## config.mk

```make
export PLATFORM = sky130hd
export DESIGN_NAME = mole_spawner
export DESIGN_NICKNAME = d
export VERILOG_FILES = /design/src/rtl/mole_spawner.sv
export SDC_FILE = /design/constraint.sdc
export NUM_CORES = 1
export LEC_CHECK = 0
export CORE_UTILIZATION = 30
export CTS_CLUSTER_SIZE = 12
export DETAILED_ROUTE_END_ITERATION = 10
export GPL_TIMING_DRIVEN = 0
export SYNTH_ARGS = -nofsm -noshare
export SYNTH_HDL_FRONTEND = slang
export SYNTH_SLANG_ARGS = --single-unit
```

## constraint.sdc

```tcl
create_clock -name clk -period 5.7 [get_ports clk]
set_input_delay 0.57 -clock clk [delete_from_list [all_inputs] [get_ports clk]]
set_output_delay 0.57 -clock clk [all_outputs]
set_load 0.03 [all_outputs]
```

## src/rtl/mole_spawner.sv

```systemverilog
// Whack-a-mole spawner: LFSR-chosen mole lit for LIFE_CYCLES, GAP_CYCLES dark between moles.
// Optional macro WRONG_WHACK_MISS_EN: a rise on an unlit switch while a mole is up counts as a miss.
module mole_spawner #(
    parameter int          NUM_MOLES   = 18,
    parameter int          LIFE_CYCLES = 50_000_000,
    parameter int          GAP_CYCLES  = 25_000_000,
    parameter logic [15:0] LFSR_SEED   = 16'hACE1
) (
    input  logic                 clk,
    input  logic                 rst_n,
    input  logic                 start,
    input  logic                 stop,
    input  logic [NUM_MOLES-1:0] whacked,
    output logic [NUM_MOLES-1:0] led,
    output logic                 hit,
    output logic                 miss,
    output logic                 busy
);

    localparam int GW = (GAP_CYCLES > 1) ? $clog2(GAP_CYCLES) : 1;
    localparam int LW = (LIFE_CYCLES > 1) ? $clog2(LIFE_CYCLES) : 1;
    localparam logic [GW-1:0] GAP_LAST  = GW'(GAP_CYCLES - 1);
    localparam logic [LW-1:0] LIFE_LAST = LW'(LIFE_CYCLES - 1);
    localparam logic [NUM_MOLES-1:0] ONE_BIT = {{(NUM_MOLES-1){1'b0}}, 1'b1};

    typedef enum logic [1:0] {
        IDLE = 2'b00,
        GAP  = 2'b01,
        UP   = 2'b10
    } state_t;

    // Galois form, taps x^16, x^14, x^13, x^11 mapped onto bits 15, 13, 12, 10.
    function automatic logic [15:0] lfsr_step(input logic [15:0] v);
        return {1'b0, v[15:1]} ^ (v[0] ? 16'hB400 : 16'h0000);
    endfunction

    function automatic logic [4:0] mole_index(input logic [4:0] r);
        if (int'(r) >= NUM_MOLES) begin
            return r - 5'(NUM_MOLES);
        end else begin
            return r;
        end
    endfunction

    state_t                 state_r, state_s;
    logic [GW-1:0]          gap_cnt_r, gap_cnt_s;
    logic [LW-1:0]          life_cnt_r, life_cnt_s;
    logic [15:0]            lfsr_r;
    logic [NUM_MOLES-1:0]   whacked_q_r;
    logic [NUM_MOLES-1:0]   led_r, led_s;
    logic                   hit_r, hit_s;
    logic                   miss_r, miss_s;
    logic                   busy_r, busy_s;
    logic [NUM_MOLES-1:0]   rise_s;
    logic [NUM_MOLES-1:0]   onehot_s;
    logic                   lit_rise_s;
    logic                   wrong_rise_s;

    assign rise_s       = whacked & ~whacked_q_r;
    assign onehot_s     = ONE_BIT << mole_index(lfsr_r[4:0]);
    assign lit_rise_s   = |(rise_s & led_r);
    assign wrong_rise_s = |(rise_s & ~led_r);

    assign led  = led_r;
    assign hit  = hit_r;
    assign miss = miss_r;
    assign busy = busy_r;

    // LFSR free-runs and the switch history register; ones at reset mask held-high switches.
    always_ff @(posedge clk or negedge rst_n) begin
        if (!rst_n) begin
            lfsr_r      <= LFSR_SEED;
            whacked_q_r <= {NUM_MOLES{1'b1}};
        end else begin
            lfsr_r      <= lfsr_step(lfsr_r);
            whacked_q_r <= whacked;
        end
    end

    // State, counters and registered outputs.
    always_ff @(posedge clk or negedge rst_n) begin
        if (!rst_n) begin
            state_r    <= IDLE;
            gap_cnt_r  <= {GW{1'b0}};
            life_cnt_r <= {LW{1'b0}};
            led_r      <= {NUM_MOLES{1'b0}};
            hit_r      <= 1'b0;
            miss_r     <= 1'b0;
            busy_r     <= 1'b0;
        end else begin
            state_r    <= state_s;
            gap_cnt_r  <= gap_cnt_s;
            life_cnt_r <= life_cnt_s;
            led_r      <= led_s;
            hit_r      <= hit_s;
            miss_r     <= miss_s;
            busy_r     <= busy_s;
        end
    end

    // Next-state and next-output logic; stop overrides everything else.
    always_comb begin
        state_s    = state_r;
        gap_cnt_s  = gap_cnt_r;
        life_cnt_s = life_cnt_r;
        led_s      = led_r;
        hit_s      = 1'b0;
        miss_s     = 1'b0;
        busy_s     = busy_r;
        if (stop) begin
            state_s    = IDLE;
            gap_cnt_s  = {GW{1'b0}};
            life_cnt_s = {LW{1'b0}};
            led_s      = {NUM_MOLES{1'b0}};
            busy_s     = 1'b0;
        end else begin
            case (state_r)
                IDLE: begin
                    led_s  = {NUM_MOLES{1'b0}};
                    busy_s = 1'b0;
                    if (start) begin
                        state_s   = GAP;
                        gap_cnt_s = {GW{1'b0}};
                        busy_s    = 1'b1;
                    end else begin
                        state_s = IDLE;
                    end
                end
                GAP: begin
                    busy_s = 1'b1;
                    led_s  = {NUM_MOLES{1'b0}};
                    if (gap_cnt_r == GAP_LAST) begin
                        led_s      = onehot_s;
                        life_cnt_s = {LW{1'b0}};
                        gap_cnt_s  = {GW{1'b0}};
                        state_s    = UP;
                    end else begin
                        gap_cnt_s = gap_cnt_r + GW'(1);
                    end
                end
                UP: begin
                    busy_s = 1'b1;
                    if (lit_rise_s) begin
                        hit_s     = 1'b1;
                        led_s     = {NUM_MOLES{1'b0}};
                        gap_cnt_s = {GW{1'b0}};
                        state_s   = GAP;
`ifdef WRONG_WHACK_MISS_EN
                    end else if (wrong_rise_s) begin
                        miss_s    = 1'b1;
                        led_s     = {NUM_MOLES{1'b0}};
                        gap_cnt_s = {GW{1'b0}};
                        state_s   = GAP;
`endif
                    end else if (life_cnt_r == LIFE_LAST) begin
                        miss_s    = 1'b1;
                        led_s     = {NUM_MOLES{1'b0}};
                        gap_cnt_s = {GW{1'b0}};
                        state_s   = GAP;
                    end else begin
                        life_cnt_s = life_cnt_r + LW'(1);
                    end
                end
                default: begin
                    state_s    = IDLE;
                    gap_cnt_s  = {GW{1'b0}};
                    life_cnt_s = {LW{1'b0}};
                    led_s      = {NUM_MOLES{1'b0}};
                    busy_s     = 1'b0;
                end
            endcase
        end
    end

`ifndef WRONG_WHACK_MISS_EN
    // Unlit-switch rises are deliberately ignored in this build.
    logic unused_wrong_s;
    assign unused_wrong_s = wrong_rise_s;
`endif

endmodule

```

* Word level (Yosys, flattened, before mapping) *
Index checks and enable logic that the tools add are counted.

word-level totals
  register bits after elaboration = 108
  bits of input ports = 22
  output and inout bits = 21
  word-level logic and storage cells = 68

cells by class
  add/subtract/negate cells = 3
  magnitude comparators = 1
  equality and inequality tests = 10
  shifts and indexed selects = 1
  muxes and demuxes = 34
  bitwise gates (word level) = 4
  reduce and logical (&&, ||, !) cells = 6

operator list
  cell                                                                 number
  25-bit 2-to-1 mux                                                    5
  26-bit 2-to-1 mux                                                    4
  26-bit one-hot mux with 3 select lines                               1
  25-bit one-hot mux with 3 select lines                               1
  18-bit 2-to-1 mux                                                    4
  18-bit bitwise AND                                                   2
  18-bit one-hot mux with 2 select lines                               1
  26-bit by 1-bit adder with 26-bit output (second input constant)     1
  26-bit == test (second input constant)                               1
  25-bit by 1-bit adder with 25-bit output (second input constant)     1
  25-bit == test (second input constant)                               1
  18-bit NOT                                                           1
  18-bit OR reduction                                                  1
  1-bit by 5-bit left shift with 18-bit output (first input constant)  1
  16-bit 2-to-1 mux                                                    1
  15-bit by 16-bit XOR with 16-bit output                              1
  3-bit != test (second input constant)                                4
  1-bit 2-to-1 mux                                                     10
  2-bit 2-to-1 mux                                                     4
  2-bit one-hot mux with 3 select lines                                1
  5-bit >= comparator (second input constant)                          1
  5-bit 2-to-1 mux                                                     1
  5-bit subtractor (second input constant)                             1
  4-bit != test (second input constant)                                1
  8 further kinds                                                      9

* Longest topological paths before layout *
Gate-level depths: netlist (run 1).

  word-level depth = 7
  depth in mapped cells = 9
  depth with buffers taken out = 8

* Least setup slack after synthesis (run 1) *
No wires, ideal clock.

  kind = input port to flip-flop
  start point = input stop
  end point = register life_cnt_r[6]
  library setup time = 95 ps
  data arrival time = 2260 ps
  data required time = 5605 ps
  slack = 3345 ps
  cell stages on the path = 8
  buffers on the path = 2
  cells stage by stage = inv_1 > nand2_1 > or4_1 > nor3b_1 > buf_2 > buf_2 > nand3_1 > o31ai_1

on the way
  longest elaborated chain between the ends = 2
  elaborated cells on any way between the ends = 6
  classes of those cells = eq/ne (4); mux (1); reduce/logical (1)

RTL lines
  what                                                                    RTL line  source
  start, declared                                                         12        input logic stop,
  3-bit != test (no source line) / 2-bit != test (equally long branches)  --
  4-bit AND reduction (no source line)                                    --
  end signal, assigned                                                    85        life_cnt_r <= {LW{1'b0}};
  end signal, assigned                                                    93        life_cnt_r <= life_cnt_s;
  end, declared                                                           47        logic [LW-1:0] life_cnt_r, life_cnt_s;

Several ways; a longest one is shown, not always the timed one.
A chain may end at the register's enable or synchronous reset.

* Worst setup path after layout (run 1) *
  start point = input stop
  end point = register state_r[0]

on the way
  longest elaborated chain between the ends = 2
  elaborated cells on any way between the ends = 4
  classes of those cells = eq/ne (2); mux (1); reduce/logical (1)

RTL lines
  what                                                                    RTL line  source
  4-bit != test (no source line) / 3-bit != test (equally long branches)  --
  2-bit AND reduction (no source line)                                    --
  end signal, assigned                                                    91        state_r <= state_s;
  end, declared                                                           45        state_t state_r, state_s;

Several ways; a longest one is shown, not always the timed one.

==> results of run 1 <==
path summary, 6_finish.rpt:
check | startpoint | to | slack, ns | cells past startpoint
setup / recovery | stop | state_r[0]$_DFFE_PN0P_ | 2.51 | 8
hold / removal | rst_n | gap_cnt_r[9]$_DFFE_PN0P_ | 0.31 | 1
setup reg to reg | state_r[0]$_DFFE_PN0P_ | state_r[0]$_DFFE_PN0P_ | 2.80 | 8
hold reg to reg | lfsr_r[12]$_DFF_PN0_ | lfsr_r[11]$_DFF_PN1_ | 0.35 | 0
max in group asynchronous | rst_n | whacked_q_r[6]$_DFF_PN1_ | 4.63 | 2
min in group clk | lfsr_r[12]$_DFF_PN0_ | lfsr_r[11]$_DFF_PN1_ | 0.35 | 0
synthesized netlist by cell type, types with 2 or more instances:
cell type / count / share of area
dfrtp_1: 82 / 0.39
buf_6: 2 / 0.0043
o21ai_0: 40 / 0.038
o31ai_1: 54 / 0.077
nand2_1: 54 / 0.038
nand3_1: 34 / 0.032
dfstp_2: 26 / 0.13
a31oi_1: 9 / 0.011
nor3b_1: 2 / 0.0028
or4_1: 16 / 0.023
nand4_1: 20 / 0.024
and3_1: 8 / 0.0095
and4_1: 7 / 0.012
buf_2: 8 / 0.0076
and2_1: 6 / 0.0071
a22o_1: 2 / 0.0033
o22ai_1: 11 / 0.013
or3_1: 10 / 0.012
o211ai_1: 4 / 0.0057
o41ai_1: 6 / 0.0099
inv_1: 10 / 0.0071
clkbuf_1: 17 / 0.012
xor2_1: 3 / 0.0050
nand3b_1: 13 / 0.018
a21oi_1: 27 / 0.026
nor3_1: 12 / 0.011
nor2b_1: 5 / 0.0059
ha_1: 7 / 0.017
nor2_1: 15 / 0.011
nand2b_1: 6 / 0.0071
worst reg2reg max path, cell delays in order (launching register included):
cell and delay, ns:
dfrtp_1 0.43, inv_1 0.10, ha_1 0.16, nand2_1 0.18
or4_1 0.58, nor3b_1 0.34, buf_2 0.32, clkbuf_1 0.47
o21ai_0 0.18
flip-flops by register name, summed over array words and instances, names as in the netlist, 2 cells and up:
signal	flops
whacked_q_r	18
gap_cnt_r	25
led	18
lfsr_r	16
state_r	2
life_cnt_r	26
metrics by stage:
step	hold WS [ns]	utilization	setup TNS (ns)
3_3_place_gp	0.339	0.348	-3.25
3_5_place_dp	0.340	0.349	0
4_1_cts	0.352	0.365	0
6_report	0.309	0.365	0
2_1_floorplan	0.274	-	0
5_1_grt	0.361	0.365	0
metal layers:
metal,track usage,up-vias,wire (um),part of all wire
met2,0.252,103,6460,0.47
met1,0.219,2278,6570,0.47
li1,-,2150,-,-
met5,0,-,0,0
met3,0.0323,19,521,0.038
met4,0.0668,0,292,0.021
logic make-up (layout without fill, tap and decap cells):
logic type	after synthesis	in the layout	share of synthesized area
AOI/OAI and AO/OA	160	160	0.201
adders and majority gates	7	7	0.0166
DFF	108	108	0.517
buffers and inverters	39	98	0.0331
and+or+nand+nor	216	216	0.227
xor gates and xnor gates	3	3	0.00497
cell type report:
class | instances | area [sq um]
clock inverter | 5 | 42.5
clock buffer | 11 | 233
fill | 1691 | 10900
buffer | 29 | 138
timing repair buffer | 43 | 445
sequential | 108 | 2740
multi-input combinational | 386 | 2380
inverter | 10 | 37.5
tap | 225 | 282
power by group:
| group | switching (mW) | leakage [nW] | total, mW | internal (mW) |
|---|---|---|---|---|
| sequential | 0.00609 | 1.42 | 0.787 | 0.781 |
| combinational | 0.0801 | 0.928 | 0.119 | 0.0387 |
| clock | 0.301 | 0.136 | 0.605 | 0.304 |
| total | 0.387 | 2.48 | 1.51 | 1.12 |
==> run_results.csv, run 1 <==
group,metric,value,unit
routing,detail-route-antenna-nets,0,
synth,synth-edff-count,0,
setup_path,required,5.92,ns
sta,rsz0062_at_grt,"no",
place,preCtsSetupSlack,2.15,ns
synth,synthCells,533,
cts,cts_buffer_depth,2,
final_layout,layout_common_cells,"82 x dfrtp_1, 54 x nand2_1, 54 x o31ai_1",
setup_path,cp-start-kind,"input port",
place,dp.cells,801,
cts,root_buffer,"clkbuf_16",
setup_path,worstSetupPathType,"in2reg",
cts,cts_setup_buffers,0,
setup_path,path_buf_inv,4,
routing,drt_pass1_iterations,4,
power,p_leak,2.48,nW
cts,cts_tree,"yes",
cts,ctsHtreeMaxLevel,3,
setup_path,cp_cell_sequence,"clkdlybuf4s50_1 > inv_1 > nand2_1 > or4_1 > nor3b_1 > buf_2 > clkbuf_1 > o21ai_0",
global_route,grt_antenna_before_repair,0,
synth,async_reset_ff_frac,1.00,
place,dpl.hpwl,9610,um
flow_run,maxCapViolCount,0,
setup_path,path_delay_family,"buffers and inverters",
power,peakVddDrop,0.146,mV
floorplan,io_pins,43,
sta,relSlewSlack,0.293,
sta,hold_violations,0,
floorplan,start_util,0.307,
setup_path,slowest_delay,0.57,ns
sta,timing.fmax,313,MHz
routing,drc,0,
routing,drt_wl_total,13800,um
final_layout,num_antenna_cells,0,
sta,drv_slew,0,
routing,viasPerCell,5.57,
floorplan,die_h,135,um
setup_path,endpoint_kind,"flip-flop",
global_route,grt_max_degree,65,
sta,timing.final.crit_period,3.19,ns
place,place_area,6020,sq um
floorplan,dieArea,18200,sq um
synth,synth_area,5290,sq um
floorplan,num_rows,48,
final_layout,instances_no_fill,817,
sta,worst_pin_slew,1.05,ns
global_route,grt_pass1_vias,4432,
sta,setup_viol,0,
setup_path,cp.arrival,3.41,ns
floorplan,dieWidth,135,um
setup_path,crit_slowest_cell,"or4_1",
power,power_density,240,nW/um^2
final_layout,syn_to_final_growth,18.9,%
synth,ys_seq_area_frac,0.517,
cts,clk_latency,0.37,ns
place,place.gp.congestion,0.806,
global_route,grt_use_total,0.162,
setup_path,crit_fanout,10,
sta,layout_setup_ws,2.51,ns
global_route,grt_first_pass_wirelength,23000,um
routing,routed-via-count,4550,
routing,wl_per_cell,16.9,um
final_layout,stdcell_area,6290,sq um
synth,ys_types,47,
cts,cts_hold_buf,0,
synth,ys_ff_latch,108,
status,status,"completed",
synth,synth_warnings,0,
cts,cts_buffers,9,
synth,syn_area_per_cell,9.93,sq um
sta,skew,0.0177,ns
final_layout,drive_gt1_frac,0.103,
routing,drt_iter0_drc,302,
power,power,1.51,mW
place,port_buffers,42,
global_route,overflow,0,
synth,ys.flop_type,"dfrtp_1",
cts,cts_resized,0,
synth,syn_nets,562,
sta,min_period_over_period,0.560,
floorplan,placeableCoreArea,17200,sq um
cts,cts_sinks,108,
cts,path_clk_slew,0.08,ns
min_path,min-delay-path-class,"in2async",
final_layout,layout_commonest_cell,"dfrtp_1",
final_layout,nets,616,
Power figures use the tool's default switching activity.
==> run 2: changes to the inputs <==
==> constraint.sdc (replaced) <==
create_clock -name clk -period 3 [get_ports clk]
set_input_delay 0.3 -clock clk [delete_from_list [all_inputs] [get_ports clk]]
set_output_delay 0.3 -clock clk [all_outputs]
set_load 0.03 [all_outputs]
==> run 2 against run 1 <==
Compared with the run above:
- die area unchanged
- worst setup slack got worse by 2.3 ns
- sequential power rose by 91%
- clock power grew 88%
- non-clock buffer count stayed put
- clock-buffer cell count did not move
- first-iteration DRC count up 29%
- global-route usage stayed put
- critical path type is now reg2reg
- critical endpoint is now life_cnt_r[16]$_DFFE_PN0P_
==> run_results.csv, run 2 (synthesis gave the netlist of run 1 again) <==
group,metric,value,unit
status,status,"completed",
final_layout,syn_to_final_growth,19.2,%
place,place.gp.congestion,0.806,
final_layout,multi_input_area,2390,sq um
cts,cts_sinks,108,
setup_path,crit_fanout,10,
global_route,grt_use_total,0.162,
cts,cts_tree,"yes",
sta,layout_setup_ws,0.244,ns
final_layout,reg.largest.list,"life_cnt_r x26, gap_cnt_r x25",
setup_path,cp-start-kind,"flip-flop",
place,place_area,6020,sq um
sta,setup_viol,0,
sta,worst_pin_slew,1.06,ns
flow_run,maxCapViolCount,0,
floorplan,die_h,135,um
sta,timing.final.crit_period,2.76,ns
global_route,grt_first_pass_wirelength,23000,um
sta,drv_slew,0,
final_layout,stdcell_area,6310,sq um
sta,rsz0062_at_grt,"no",
setup_path,r2r_slack,0.24,ns
cts,cts_buffers,9,
routing,drt_iter0_drc,390,
routing,wl_per_cell,16.9,um
routing,viasPerCell,5.52,
sta,hold_violations,0,
setup_path,endpoint_kind,"flip-flop",
cts,ctsHtreeMaxLevel,3,
sta,fin_setup_tns,0,ns
setup_path,required,3.22,ns
cts,path_clk_slew,0.07,ns
routing,drt_pass1_iterations,4,
final_layout,regMostFlops,"life_cnt_r",
power,power,2.86,mW
floorplan,io_pins,43,
floorplan,dieWidth,135,um
power,power_density,454,nW/um^2
floorplan,num_rows,48,
routing,routed-via-count,4512,
final_layout,regArea,2740,sq um
sta,holdWs,0.0414,ns
floorplan,placeableCoreArea,17200,sq um
final_layout,drive_gt1_frac,0.113,
global_route,grt_antenna_before_repair,0,
setup_path,r2r-start,"gap_cnt_r[0]$_DFFE_PN0P_",
place,port_buffers,42,
global_route,grt_pass1_vias,4432,
place,preCtsSetupSlack,-0.278,ns
floorplan,dieArea,18200,sq um
sta,skew,0.0165,ns
final_layout,layout_common_cells,"82 x dfrtp_1, 54 x nand2_1, 54 x o31ai_1",
setup_path,crit_start,"gap_cnt_r[0]$_DFFE_PN0P_",
setup_path,cp.arrival,2.98,ns
final_layout,nets,616,
routing,drt_wl_total,13800,um
sta,min_period_over_period,0.919,
cts,cts_buffer_depth,2,
final_layout,n_fill_cell,1691,
power,peakVddDrop,0.278,mV
floorplan,start_util,0.307,
routing,drc,0,
sta,timing.fmax,363,MHz
setup_path,r2r-end,"life_cnt_r[16]$_DFFE_PN0P_",
power,p_leak,2.50,nW
routing,detail-route-antenna-nets,0,
global_route,overflow,0,
place,dpl.hpwl,9610,um
setup_path,worstSetupPathType,"reg2reg",
setup_path,r2r_cells,8,
cts,clk_latency,0.37,ns
final_layout,layout_commonest_cell,"dfrtp_1",
sta,relSlewSlack,0.291,
cts,root_buffer,"clkbuf_16",
global_route,grt_max_degree,65,
final_layout,num_antenna_cells,0,
final_layout,largest_reg_flops,26,
min_path,min-delay-path-class,"in2async",
-- run 2: cell counts in the layout (fill, tap and decap cells not counted) --
No cell type changed its count.
-- run 2: metrics by stage --
stage	instances	utilization
2_1_floorplan	533	-
3_3_place_gp	800	0.348
3_5_place_dp	801	0.349
4_1_cts	817	0.365
5_1_grt	817	0.366
6_report	817	0.366
-- run 2: worst max path at each step --
stage	slack, ns	depth (start not counted)	end
finish	0.24	8	life_cnt_r[16]$_DFFE_PN0P_
global route	0.03	8	life_cnt_r[14]$_DFFE_PN0P_
CTS	0.09	8	life_cnt_r[11]$_DFFE_PN0P_
detailed placement	-0.28	8	state_r[0]$_DFFE_PN0P_
global placement	-2.48	1	led[11]$_DFFE_PN0P_
floorplan	0.65	7	life_cnt_r[9]$_DFFE_PN0P_
-- run 2: per-layer routing --
metal	vias up	track usage	wire (um)
met5	-	0	0
met4	0	0.0668	281
met3	19	0.0323	547
met2	119	0.252	6440
met1	2223	0.219	6520
li1	2151	-	-
-- run 2: repair_timing --
item / 4_1_cts / 5_1_grt
hold buffers: 0 / 0
endpoints found under the setup margin: 0 / 54
buffers inserted: 0 / 0
gates resized for setup: 0 / 10
-- run 2: area by class of cell --
cell class / instances / share of cell area
Inverter: 10 / 0.00595
Clock inverter: 5 / 0.00674
Sequential cell: 108 / 0.433
Buffer: 29 / 0.0226
Tap cell: 225 / 0.0446
Clock buffer: 11 / 0.0369
Timing Repair Buffer: 43 / 0.0706
Multi-Input combinational cell: 386 / 0.379
-- run 2: critical path, stage by stage, from the launching register on --
cell	delay (ns)
dfrtp_1	0.43
ha_1	0.32
nand2_1	0.27
o311ai_4	0.49
nand2_2	0.15
clkbuf_1	0.25
clkbuf_1	0.29
o31ai_1	0.30
o41ai_1	0.12
-- run 2: report_power, final --
group	internal (mW)	switching [mW]	leakage, nW
sequential	1.48	0.0115	1.42
combinational	0.0738	0.152	0.945
clock	0.577	0.566	0.136
